File: src/rtl/dbus_arbiter_if.sv
// Bus bundle between the two data-bus masters, the arbiter and the shared
// slave side (RAM data port / Addr_Decoder / read-data mux).
// slave  : arbiter view (accepts master requests, drives the shared bus)
// master : environment view (masters issue requests, slaves return bus_rdata)
interface dbus_arbiter_if #(
    parameter int AWIDTH = 32,
    parameter int DWIDTH = 32
);
    logic              m0_req;
    logic              m0_we;
    logic [AWIDTH-1:0] m0_addr;
    logic [DWIDTH-1:0] m0_wdata;
    logic [3:0]        m0_be;
    logic              m0_gnt;
    logic              m0_rvalid;
    logic [DWIDTH-1:0] m0_rdata;

    logic              m1_req;
    logic              m1_we;
    logic [AWIDTH-1:0] m1_addr;
    logic [DWIDTH-1:0] m1_wdata;
    logic [3:0]        m1_be;
    logic              m1_gnt;
    logic              m1_rvalid;
    logic [DWIDTH-1:0] m1_rdata;

    logic [AWIDTH-1:0] bus_addr;
    logic [DWIDTH-1:0] bus_wdata;
    logic [3:0]        bus_be;
    logic              bus_we;
    logic              bus_re;
    logic [DWIDTH-1:0] bus_rdata;

    modport slave (
        input  m0_req, m0_we, m0_addr, m0_wdata, m0_be,
        output m0_gnt, m0_rvalid, m0_rdata,
        input  m1_req, m1_we, m1_addr, m1_wdata, m1_be,
        output m1_gnt, m1_rvalid, m1_rdata,
        output bus_addr, bus_wdata, bus_be, bus_we, bus_re,
        input  bus_rdata
    );

    modport master (
        output m0_req, m0_we, m0_addr, m0_wdata, m0_be,
        input  m0_gnt, m0_rvalid, m0_rdata,
        output m1_req, m1_we, m1_addr, m1_wdata, m1_be,
        input  m1_gnt, m1_rvalid, m1_rdata,
        input  bus_addr, bus_wdata, bus_be, bus_we, bus_re,
        output bus_rdata
    );
endinterface

File: src/rtl/dbus_arbiter.sv
// Two-master data-bus arbiter (M0 = CPU data port, M1 = DMA/debug).
// One owner at a time, bubble-free handoff, burst bounded by MAX_BURST while
// the other master waits. Read data returns one cycle after the read strobe.
// Optional macro ARB_RR_EN: idle ties alternate away from the last owner;
// without it idle ties always go to M0.
module dbus_arbiter #(
    parameter int AWIDTH    = 32,
    parameter int DWIDTH    = 32,
    parameter int MAX_BURST = 4
) (
    input  logic           clk,
    input  logic           reset,
    dbus_arbiter_if.slave  dbus
);
    localparam int CNT_W = (MAX_BURST > 1) ? $clog2(MAX_BURST) : 1;
    localparam logic [CNT_W-1:0] CNT_MAX = CNT_W'(MAX_BURST - 1);

    typedef enum logic [1:0] {IDLE, OWN0, OWN1} state_e;

    state_e            state_q, state_d;
    logic [CNT_W-1:0]  beat_cnt_q, beat_cnt_d;
    logic              rd_pend_q, rd_pend_d;
    logic              rd_owner_q, rd_owner_d;     // 0 = M0, 1 = M1
    logic [AWIDTH-1:0] bus_addr_q, bus_addr_d;
    logic [DWIDTH-1:0] bus_wdata_q, bus_wdata_d;
    logic [3:0]        bus_be_q, bus_be_d;
    logic [DWIDTH-1:0] m0_rdata_q, m0_rdata_d;
    logic [DWIDTH-1:0] m1_rdata_q, m1_rdata_d;
`ifdef ARB_RR_EN
    logic              last_owner_q, last_owner_d; // 0 = M0, 1 = M1
`endif

    // Current owner's request fields; in IDLE nothing is issued, so M0's
    // fields are selected harmlessly.
    logic              own1;
    logic              sel_req, sel_we, other_req;
    logic [AWIDTH-1:0] sel_addr;
    logic [DWIDTH-1:0] sel_wdata;
    logic [3:0]        sel_be;
    logic              beat;

    assign own1      = (state_q == OWN1);
    assign sel_req   = own1 ? dbus.m1_req   : dbus.m0_req;
    assign sel_we    = own1 ? dbus.m1_we    : dbus.m0_we;
    assign sel_addr  = own1 ? dbus.m1_addr  : dbus.m0_addr;
    assign sel_wdata = own1 ? dbus.m1_wdata : dbus.m0_wdata;
    assign sel_be    = own1 ? dbus.m1_be    : dbus.m0_be;
    assign other_req = own1 ? dbus.m0_req   : dbus.m1_req;
    assign beat      = (state_q != IDLE) && sel_req;

    // Next-state, burst counter and ownership-history logic
    always_comb begin
        // NOTE: every variable gets a default first so no path leaves it unassigned (no latch).
        state_d    = state_q;
        beat_cnt_d = beat_cnt_q;
`ifdef ARB_RR_EN
        last_owner_d = last_owner_q;
`endif
        case (state_q)
            IDLE: begin
                beat_cnt_d = '0;
                if (dbus.m0_req && dbus.m1_req) begin
`ifdef ARB_RR_EN
                    state_d = last_owner_q ? OWN0 : OWN1;
`else
                    state_d = OWN0;
`endif
                end else if (dbus.m0_req) begin
                    state_d = OWN0;
                end else if (dbus.m1_req) begin
                    state_d = OWN1;
                end
            end
            OWN0, OWN1: begin
                if (!sel_req) begin
                    state_d    = other_req ? (own1 ? OWN0 : OWN1) : IDLE;
                    beat_cnt_d = '0;
                end else if ((beat_cnt_q == CNT_MAX) && other_req) begin
                    state_d    = own1 ? OWN0 : OWN1;
                    beat_cnt_d = '0;
                end else if (beat_cnt_q != CNT_MAX) begin
                    beat_cnt_d = beat_cnt_q + 1'b1;
                end
            end
            default: begin
                state_d    = IDLE;
                beat_cnt_d = '0;
            end
        endcase
`ifdef ARB_RR_EN
        if ((state_d != state_q) && (state_d != IDLE))
            last_owner_d = (state_d == OWN1);
`endif
    end

    // Bus drive, held bus fields and read-return bookkeeping
    always_comb begin
        bus_addr_d  = beat ? sel_addr  : bus_addr_q;
        bus_wdata_d = beat ? sel_wdata : bus_wdata_q;
        bus_be_d    = beat ? sel_be    : bus_be_q;
        rd_pend_d   = beat && !sel_we;
        rd_owner_d  = beat ? own1 : rd_owner_q;
        m0_rdata_d  = dbus.m0_rvalid ? dbus.bus_rdata : m0_rdata_q;
        m1_rdata_d  = dbus.m1_rvalid ? dbus.bus_rdata : m1_rdata_q;
    end

    assign dbus.m0_gnt    = beat && !own1;
    assign dbus.m1_gnt    = beat && own1;
    assign dbus.bus_re    = beat && !sel_we;
    assign dbus.bus_we    = beat && sel_we;
    assign dbus.bus_addr  = bus_addr_d;
    assign dbus.bus_wdata = bus_wdata_d;
    assign dbus.bus_be    = bus_be_d;
    assign dbus.m0_rvalid = rd_pend_q && !rd_owner_q;
    assign dbus.m1_rvalid = rd_pend_q && rd_owner_q;
    assign dbus.m0_rdata  = m0_rdata_d;
    assign dbus.m1_rdata  = m1_rdata_d;

    // State registers; synchronous reset drops any pending read
    always_ff @(posedge clk) begin
        // NOTE: sequential state uses non-blocking assignments so all flops update together.
        if (reset) begin
            state_q     <= IDLE;
            beat_cnt_q  <= '0;
            rd_pend_q   <= 1'b0;
            rd_owner_q  <= 1'b0;
            bus_addr_q  <= '0;
            bus_wdata_q <= '0;
            bus_be_q    <= '0;
            m0_rdata_q  <= '0;
            m1_rdata_q  <= '0;
`ifdef ARB_RR_EN
            last_owner_q <= 1'b1;
`endif
        end else begin
            state_q     <= state_d;
            beat_cnt_q  <= beat_cnt_d;
            rd_pend_q   <= rd_pend_d;
            rd_owner_q  <= rd_owner_d;
            bus_addr_q  <= bus_addr_d;
            bus_wdata_q <= bus_wdata_d;
            bus_be_q    <= bus_be_d;
            m0_rdata_q  <= m0_rdata_d;
            m1_rdata_q  <= m1_rdata_d;
`ifdef ARB_RR_EN
            last_owner_q <= last_owner_d;
`endif
        end
    end
endmodule
File: src/flat_wrapper.sv
// flat-port wrapper written by rule: the top's interface ports become plain ports
module dbus_arbiter_flat 
#(
    parameter int AWIDTH    = 32,
    parameter int DWIDTH    = 32,
    parameter int MAX_BURST = 4
)
  (clk, reset, dbus_m0_req, dbus_m0_we, dbus_m0_addr, dbus_m0_wdata, dbus_m0_be, dbus_m0_gnt, dbus_m0_rvalid, dbus_m0_rdata, dbus_m1_req, dbus_m1_we, dbus_m1_addr, dbus_m1_wdata, dbus_m1_be, dbus_m1_gnt, dbus_m1_rvalid, dbus_m1_rdata, dbus_bus_addr, dbus_bus_wdata, dbus_bus_be, dbus_bus_we, dbus_bus_re, dbus_bus_rdata);
  dbus_arbiter_if #(.AWIDTH(AWIDTH), .DWIDTH(DWIDTH)) dbus_i ();
  input  logic clk;
  input  logic reset;
  input wire logic [$bits(dbus_i.m0_req)-1:0] dbus_m0_req;
  input wire logic [$bits(dbus_i.m0_we)-1:0] dbus_m0_we;
  input wire logic [$bits(dbus_i.m0_addr)-1:0] dbus_m0_addr;
  input wire logic [$bits(dbus_i.m0_wdata)-1:0] dbus_m0_wdata;
  input wire logic [$bits(dbus_i.m0_be)-1:0] dbus_m0_be;
  output wire logic [$bits(dbus_i.m0_gnt)-1:0] dbus_m0_gnt;
  output wire logic [$bits(dbus_i.m0_rvalid)-1:0] dbus_m0_rvalid;
  output wire logic [$bits(dbus_i.m0_rdata)-1:0] dbus_m0_rdata;
  input wire logic [$bits(dbus_i.m1_req)-1:0] dbus_m1_req;
  input wire logic [$bits(dbus_i.m1_we)-1:0] dbus_m1_we;
  input wire logic [$bits(dbus_i.m1_addr)-1:0] dbus_m1_addr;
  input wire logic [$bits(dbus_i.m1_wdata)-1:0] dbus_m1_wdata;
  input wire logic [$bits(dbus_i.m1_be)-1:0] dbus_m1_be;
  output wire logic [$bits(dbus_i.m1_gnt)-1:0] dbus_m1_gnt;
  output wire logic [$bits(dbus_i.m1_rvalid)-1:0] dbus_m1_rvalid;
  output wire logic [$bits(dbus_i.m1_rdata)-1:0] dbus_m1_rdata;
  output wire logic [$bits(dbus_i.bus_addr)-1:0] dbus_bus_addr;
  output wire logic [$bits(dbus_i.bus_wdata)-1:0] dbus_bus_wdata;
  output wire logic [$bits(dbus_i.bus_be)-1:0] dbus_bus_be;
  output wire logic [$bits(dbus_i.bus_we)-1:0] dbus_bus_we;
  output wire logic [$bits(dbus_i.bus_re)-1:0] dbus_bus_re;
  input wire logic [$bits(dbus_i.bus_rdata)-1:0] dbus_bus_rdata;
  assign dbus_i.m0_req = dbus_m0_req;
  assign dbus_i.m0_we = dbus_m0_we;
  assign dbus_i.m0_addr = dbus_m0_addr;
  assign dbus_i.m0_wdata = dbus_m0_wdata;
  assign dbus_i.m0_be = dbus_m0_be;
  assign dbus_m0_gnt = dbus_i.m0_gnt;
  assign dbus_m0_rvalid = dbus_i.m0_rvalid;
  assign dbus_m0_rdata = dbus_i.m0_rdata;
  assign dbus_i.m1_req = dbus_m1_req;
  assign dbus_i.m1_we = dbus_m1_we;
  assign dbus_i.m1_addr = dbus_m1_addr;
  assign dbus_i.m1_wdata = dbus_m1_wdata;
  assign dbus_i.m1_be = dbus_m1_be;
  assign dbus_m1_gnt = dbus_i.m1_gnt;
  assign dbus_m1_rvalid = dbus_i.m1_rvalid;
  assign dbus_m1_rdata = dbus_i.m1_rdata;
  assign dbus_bus_addr = dbus_i.bus_addr;
  assign dbus_bus_wdata = dbus_i.bus_wdata;
  assign dbus_bus_be = dbus_i.bus_be;
  assign dbus_bus_we = dbus_i.bus_we;
  assign dbus_bus_re = dbus_i.bus_re;
  assign dbus_i.bus_rdata = dbus_bus_rdata;
  dbus_arbiter #(.AWIDTH(AWIDTH), .DWIDTH(DWIDTH), .MAX_BURST(MAX_BURST)) u_core (.clk(clk), .reset(reset), .dbus(dbus_i));
endmodule
File: config.mk
export PLATFORM = sky130hd
export DESIGN_NAME = dbus_arbiter_flat
export DESIGN_NICKNAME = d
export VERILOG_FILES = /design/src/rtl/dbus_arbiter_if.sv /design/src/rtl/dbus_arbiter.sv /design/src/flat_wrapper.sv
export SDC_FILE = /design/constraint.sdc
export NUM_CORES = 1
export LEC_CHECK = 0
export ABC_AREA = 1
export BUFFER_PORTS_ARGS = -buffer_cell sky130_fd_sc_hd__buf_2
export CAP_MARGIN = 20
export CORE_AREA = 2 2 121 123
export DETAILED_ROUTE_END_ITERATION = 8
export DIE_AREA = 0 0 123 125
export PLACE_DENSITY_LB_ADDON = 0.12
export SKIP_CTS_REPAIR_TIMING = 1
export SLEW_MARGIN = 20
export SYNTH_ARGS = -nofsm -noshare
export SYNTH_HDL_FRONTEND = slang
export SYNTH_SLANG_ARGS = --single-unit
File: constraint.sdc
create_clock -name clk -period 2.9 [get_ports clk]
set_clock_uncertainty 0.2 [all_clocks]
set_input_delay 0.58 -clock clk [delete_from_list [all_inputs] [get_ports clk]]
set_output_delay 0.58 -clock clk [all_outputs]
set_load 0.02 [all_outputs]
# Yosys cells after proc, flatten, opt, wreduce, memory -nomap -nowiden
# Cells that the tools add are included.
[word_totals] latch_bits=0 rom_bits=0 ff_bits=138 wordCells=54 mem_bits_rw=0 memories=0 out_inout_bits=138 inputBits=174
[op_classes] n_shift=0 bitwise_logic=2 n_eq_ne=6 multipliers=0 n_addsub=1 n_reduce_logical=17 n_lt_le_gt_ge=0 mux=19 div=0
[ops] operator="32-bit 2-to-1 mux" n=6
[ops] operator="2-bit 2-to-1 mux" n=7
[ops] operator="1-bit logical AND" n=9
[ops] operator="4-bit 2-to-1 mux" n=2
[ops] operator="2-bit equality test, second input constant" n=2
[ops] operator="4-bit by 3-bit inequality test with 1-bit output, second input constant" n=1
[ops] operator="2-bit case mux with 2 select lines" n=1
[ops] operator="4-bit OR reduction" n=1
[ops] operator="1-bit zero test" n=3
[ops] operator="1-bit 2-to-1 mux" n=3
[ops] operator="3-bit inequality test, second input constant" n=1
[ops] operator="2-bit by 1-bit adder with 2-bit output, second input constant" n=1
[ops] operator="2-bit by 1-bit equality test with 1-bit output, second input constant" n=1
[ops] operator="2-bit zero test" n=1
[ops] operator="2-bit inequality test, second input constant" n=1
[ops] operator="1-bit inverter" n=2
[ops] operator="2-bit AND reduction" n=1
[ops] operator="2-bit nonzero test" n=1
[ops] operator="2-bit OR reduction" n=1

# Longest topological paths before layout
[logic_depth] word_depth=6 mapped_depth=10 mapped_depth_nobuf=10

# Worst setup path before layout
# Ideal clock, no wire load.
[synth_timing] kind="reg-to-output" start="register u_core.state_q[0]" end="output port dbus_bus_re" arrival_time_ps=1468 setup_slack_ps=652 required_time_ps=2120 n_path_buf=1 path_stages_with_launch=9 path_cell_list="dfxtp_1 > inv_1 > ha_1 > inv_1 > nand2_1 > a21oi_4 > inv_2 > buf_2 > nor2_1"
[synth_between] elab_chain_len=4 word_cells_on_any_way=7 cone_classes="eq/ne (1); mux (2); reduce/logical (4)"
[synth_rtl] element="from (decl)" line_no="dbus_arbiter.sv:20" rtl="state_e state_q, state_d;"
[synth_rtl] element="from (signal assigned)" line_no="dbus_arbiter.sv:136" rtl="state_q <= state_d;"
[synth_rtl] element="2-bit equality test" line_no="dbus_arbiter.sv:42" rtl="assign own1 = (state_q == OWN1);"
[synth_rtl] element="1-bit 2-to-1 mux, on equally long branches" line_no="dbus_arbiter.sv:43, dbus_arbiter.sv:44"
[synth_rtl] element="1-bit logical AND or 1-bit zero test (tied branches)" line_no="dbus_arbiter.sv:49, dbus_arbiter.sv:109"
[synth_rtl] element="1-bit logical AND (*)" line_no="dbus_arbiter.sv:109" rtl="assign dbus.bus_re = beat && !sel_we;"
[synth_rtl] element="to (decl)" line_no="flat_wrapper.sv:32" rtl="output wire logic [$bits(dbus_i.bus_re)-1:0] dbus_bus_re;"
# Mark *: on every way between the ends. The rest lies on a longest branch, timed or not.

# Worst setup path after layout
[layout_timing] start="register u_core.state_q[0]" end="output port dbus_bus_addr[6]"
[layout_between] elab_chain_len=4 word_cells_on_any_way=6 cone_classes="eq/ne (1); mux (3); reduce/logical (2)"
[layout_rtl] element="2-bit equality test" line_no="dbus_arbiter.sv:42"
[layout_rtl] element="1-bit 2-to-1 mux" line_no="dbus_arbiter.sv:43" rtl="assign sel_req = own1 ? dbus.m1_req : dbus.m0_req;"
[layout_rtl] element="1-bit logical AND" line_no="dbus_arbiter.sv:49" rtl="assign beat = (state_q != IDLE) && sel_req;"
[layout_rtl] element="32-bit 2-to-1 mux (*)" line_no="dbus_arbiter.sv:98" rtl="bus_addr_d = beat ? sel_addr : bus_addr_q;"
[layout_rtl] element="to (decl)" line_no="flat_wrapper.sv:28" rtl="output wire logic [$bits(dbus_i.bus_addr)-1:0] dbus_bus_addr;"
# Marks and branches as above.

==> qor.csv <==
stage,metric,value,unit
floorplanning,initial_core_util,0.455,
yosys,ys_seq_elements,138,
worst_setup_path,worstPathMaxFanout,17,
finish,final_area,9120,sq um
yosys,synth_fp_nets,1168,
timing,worstMarginPinSlew,0.518,ns
worst_hold_path,hold_path_depth,3,
worst_setup_path,end_kind,output port,
timing,fmaxAchievable,0.351,GHz
drt,ant_nets,0,
clocking,cts_tree,done,
finish,fin_cells,1493,
status,status,completed,
drt,vias_per_cell,4.66,
worst_setup_path,rrSetupSlack,1.05,ns
pwr,powerDensity,1010,nW/um^2
clocking,root_buffer,clkbuf_16,
timing,hold_viol,0,
timing,setup_viol,0,
place,io_buffer_count,311,
worst_setup_path,reg2regPathDepth,9,
pwr,vdd_drop_max,633,uV
drt,drtPass1Iterations,4,
floorplanning,die_h,125,microns
drt,vias,6952,
drt,wirelength,19.6,mm
yosys,synthDistinctLibCells,22,
global_routing,grt_pass1_vias,6111,
timing,finalMaxSlewViolations,0,
drt,drt_iter0_drc,322,
clocking,cts_buffers,17,
global_routing,track_usage,0.228,
finish,drive_gt1_frac,0.360,
finish,finalNetCount,1473,
worst_setup_path,crit-reg2reg-launch,u_core.state_q[0]$_SDFFE_PP0P_,
global_routing,grt_antenna_before_repair,2,
place,gp_congestion,0.801,
global_routing,grt_overflow,0,
global_routing,grt_max_degree,70,
clocking,clkLatencyLatePin,0.41,ns
clocking,clockBufferDepth,2,
floorplanning,core_area,14200,sq um
floorplanning,io_pins,312,
drt,drc,0,
floorplanning,fp.dieArea,15400,sq um
yosys,syn-cell-area,6460,sq um
clocking,clk_pin_slew,0.06,ns
timing,rsz0062_at_grt,true,
clocking,cts.sinks,138,
worst_setup_path,critPathLaunchType,flip-flop,
finish,nFillCells,1408,
finish,syn2layout_area_growth,41.2,%
worst_hold_path,min_from,dbus_bus_rdata[24],
floorplanning,row_count,44,
worst_hold_path,min_path_type,primary input to flip-flop,
worst_setup_path,crit_type,flip-flop to output port,
place,placedCellCount,1442,
yosys,synthCells,989,
pwr,leakagePower,5.69,nW
place,placed_area,8160,sq um
floorplanning,die_w,123,microns
yosys,seq_area_frac_synth,0.428,
worst_hold_path,holdPathEnd,u_core.m1_rdata_q[24]$_SDFF_PP0_,
yosys,yosys_warnings,0,
timing,slew_headroom,0.654,
worst_setup_path,reg2reg_to,u_core.bus_wdata_q[3]$_SDFF_PP0_,
yosys,syn_area_per_cell,6.53,sq um
timing,fin_crit_sh,0.984,
drt,wl_per_cell,13.1,microns
worst_setup_path,cp.arrival,2.07,ns
place,dpl.hpwl,12.6,mm
global_routing,grt_pass1_wl,28.3,mm
clocking,htree_levels,4,
run,cap_violations,0,
worst_setup_path,crit_required,2.12,ns
timing,min_period,2.85,ns
[cell usage after synthesis, drive strengths merged]
cell type  count  area share
or2           64       0.062
xor2           1      0.0014
a21oi         71       0.061
nor3           1     0.00077
buf           26       0.022
clkbuf        30       0.018
dfxtp        138        0.43
inv           78       0.045
mux2i          1      0.0015
o21ai         67       0.052
nor2          78       0.045
ha             5      0.0097
nand2        426        0.25
nand3          3      0.0023
[kinds of logic (layout without fill, tap and decap cells)]
| logic type | Yosys count | count (layout) | synth area share |
|---|---|---|---|
| and+or+nand+nor | 572 | 572 | 0.361 |
| AOI/OAI and AO/OA | 138 | 138 | 0.113 |
| DFF | 138 | 138 | 0.428 |
| buffers and inverters | 134 | 452 | 0.0850 |
| adders and majority gates | 5 | 5 | 0.00968 |
| xor gates and xnor gates | 1 | 1 | 0.00136 |
| muxes | 1 | 1 | 0.00155 |
| other | 0 | 2 | 0 |
[area by class of cell]
class                   instances  area (sq um)  share of cell area
diodes                          2          5.00            0.000549
clock buffers                  18           439              0.0481
clock inverters                14           145              0.0159
inverters                      78           304              0.0333
multi-input cells             717          3190               0.350
flip-flops and latches        138          2770               0.303
well taps                     184           230              0.0252
repair buffers                341          2040               0.223
repair inverters                1          7.51            0.000823
[layout by cell type (no fill, tap or decap), types with 2 or more instances in the layout]
cell type / n
buf_4: 20
ha_1: 2
inv_6: 2
buf_2: 292
ha_4: 2
nand2_2: 14
dfxtp_1: 136
bufinv_16: 2
dfxtp_2: 2
o21ai_0: 61
o21ai_1: 6
inv_1: 74
clkbuf_16: 21
a21oi_2: 8
a21oi_1: 62
or2_2: 64
buf_12: 5
clkinv_2: 4
clkinvlp_4: 6
nor2_1: 77
buf_6: 18
clkinv_4: 3
nand3_1: 3
nand2_1: 412
diode_2: 2
[routing by layer]
layer	share of wire	wire (microns)	global-route usage
met4	0.024	463	0.0869
met1	0.43	8380	0.275
met2	0.48	9470	0.382
met5	0	0	0
met3	0.067	1320	0.0657
[metrics by stage]
stage / hold WS, ns / setup TNS, ns / power [mW] / util / setup slack (ns)
6_report: 0.248 / 0 / 9.20 / 0.642 / 0.0472
3_5_place_dp: 0.261 / 0 / 6.52 / 0.575 / 0.252
4_1_cts: 0.237 / -6.43 / 8.66 / 0.616 / -0.167
3_3_place_gp: 0.258 / 0 / 6.52 / 0.575 / 0.238
5_1_grt: 0.232 / -1.65 / 9.84 / 0.642 / -0.0455
2_1_floorplan: 0.246 / 0 / 5.24 / - / 0.652
[registers in the layout, indices dropped and copies added (netlist names)]
signal,cells
u_core.bus_be_q,4
u_core.rd_pend_q,1
u_core.bus_addr_q,32
u_core.m1_rdata_q,32
u_core.rd_owner_q,1
u_core.state_q,2
u_core.beat_cnt_q,2
u_core.m0_rdata_q,32
u_core.bus_wdata_q,32
[worst max path at each step]
stage                                              start               end  cells past startpoint
after floorplan           u_core.state_q[0]$_SDFFE_PP0P_       dbus_bus_re                      8
after global placement    u_core.state_q[0]$_SDFFE_PP0P_       dbus_bus_we                      8
after global routing      u_core.state_q[0]$_SDFFE_PP0P_  dbus_bus_addr[3]                     11
after CTS                 u_core.state_q[0]$_SDFFE_PP0P_       dbus_bus_we                      8
final                     u_core.state_q[0]$_SDFFE_PP0P_  dbus_bus_addr[6]                     10
after detailed placement                     dbus_m1_req    dbus_bus_be[1]                      7
[power breakdown]
part,total [mW],leakage [nW],switching [mW],internal (mW)
registers,2.33,1.12,0.0966,2.23
logic,4.75,4.29,3.01,1.74
clock network,2.13,0.278,0.838,1.29
[worst max-delay path, stage by stage, from the launching register on]
cell and delay [ns]:
dfxtp_2 0.35, inv_4 0.06, ha_4 0.16, inv_1 0.06, nand2_2 0.08, a21oi_4 0.23
buf_6 0.16, buf_6 0.21, nand2_1 0.10, nand2_1 0.07, buf_2 0.17
Note: power is estimated with default switching activity, not from simulation.
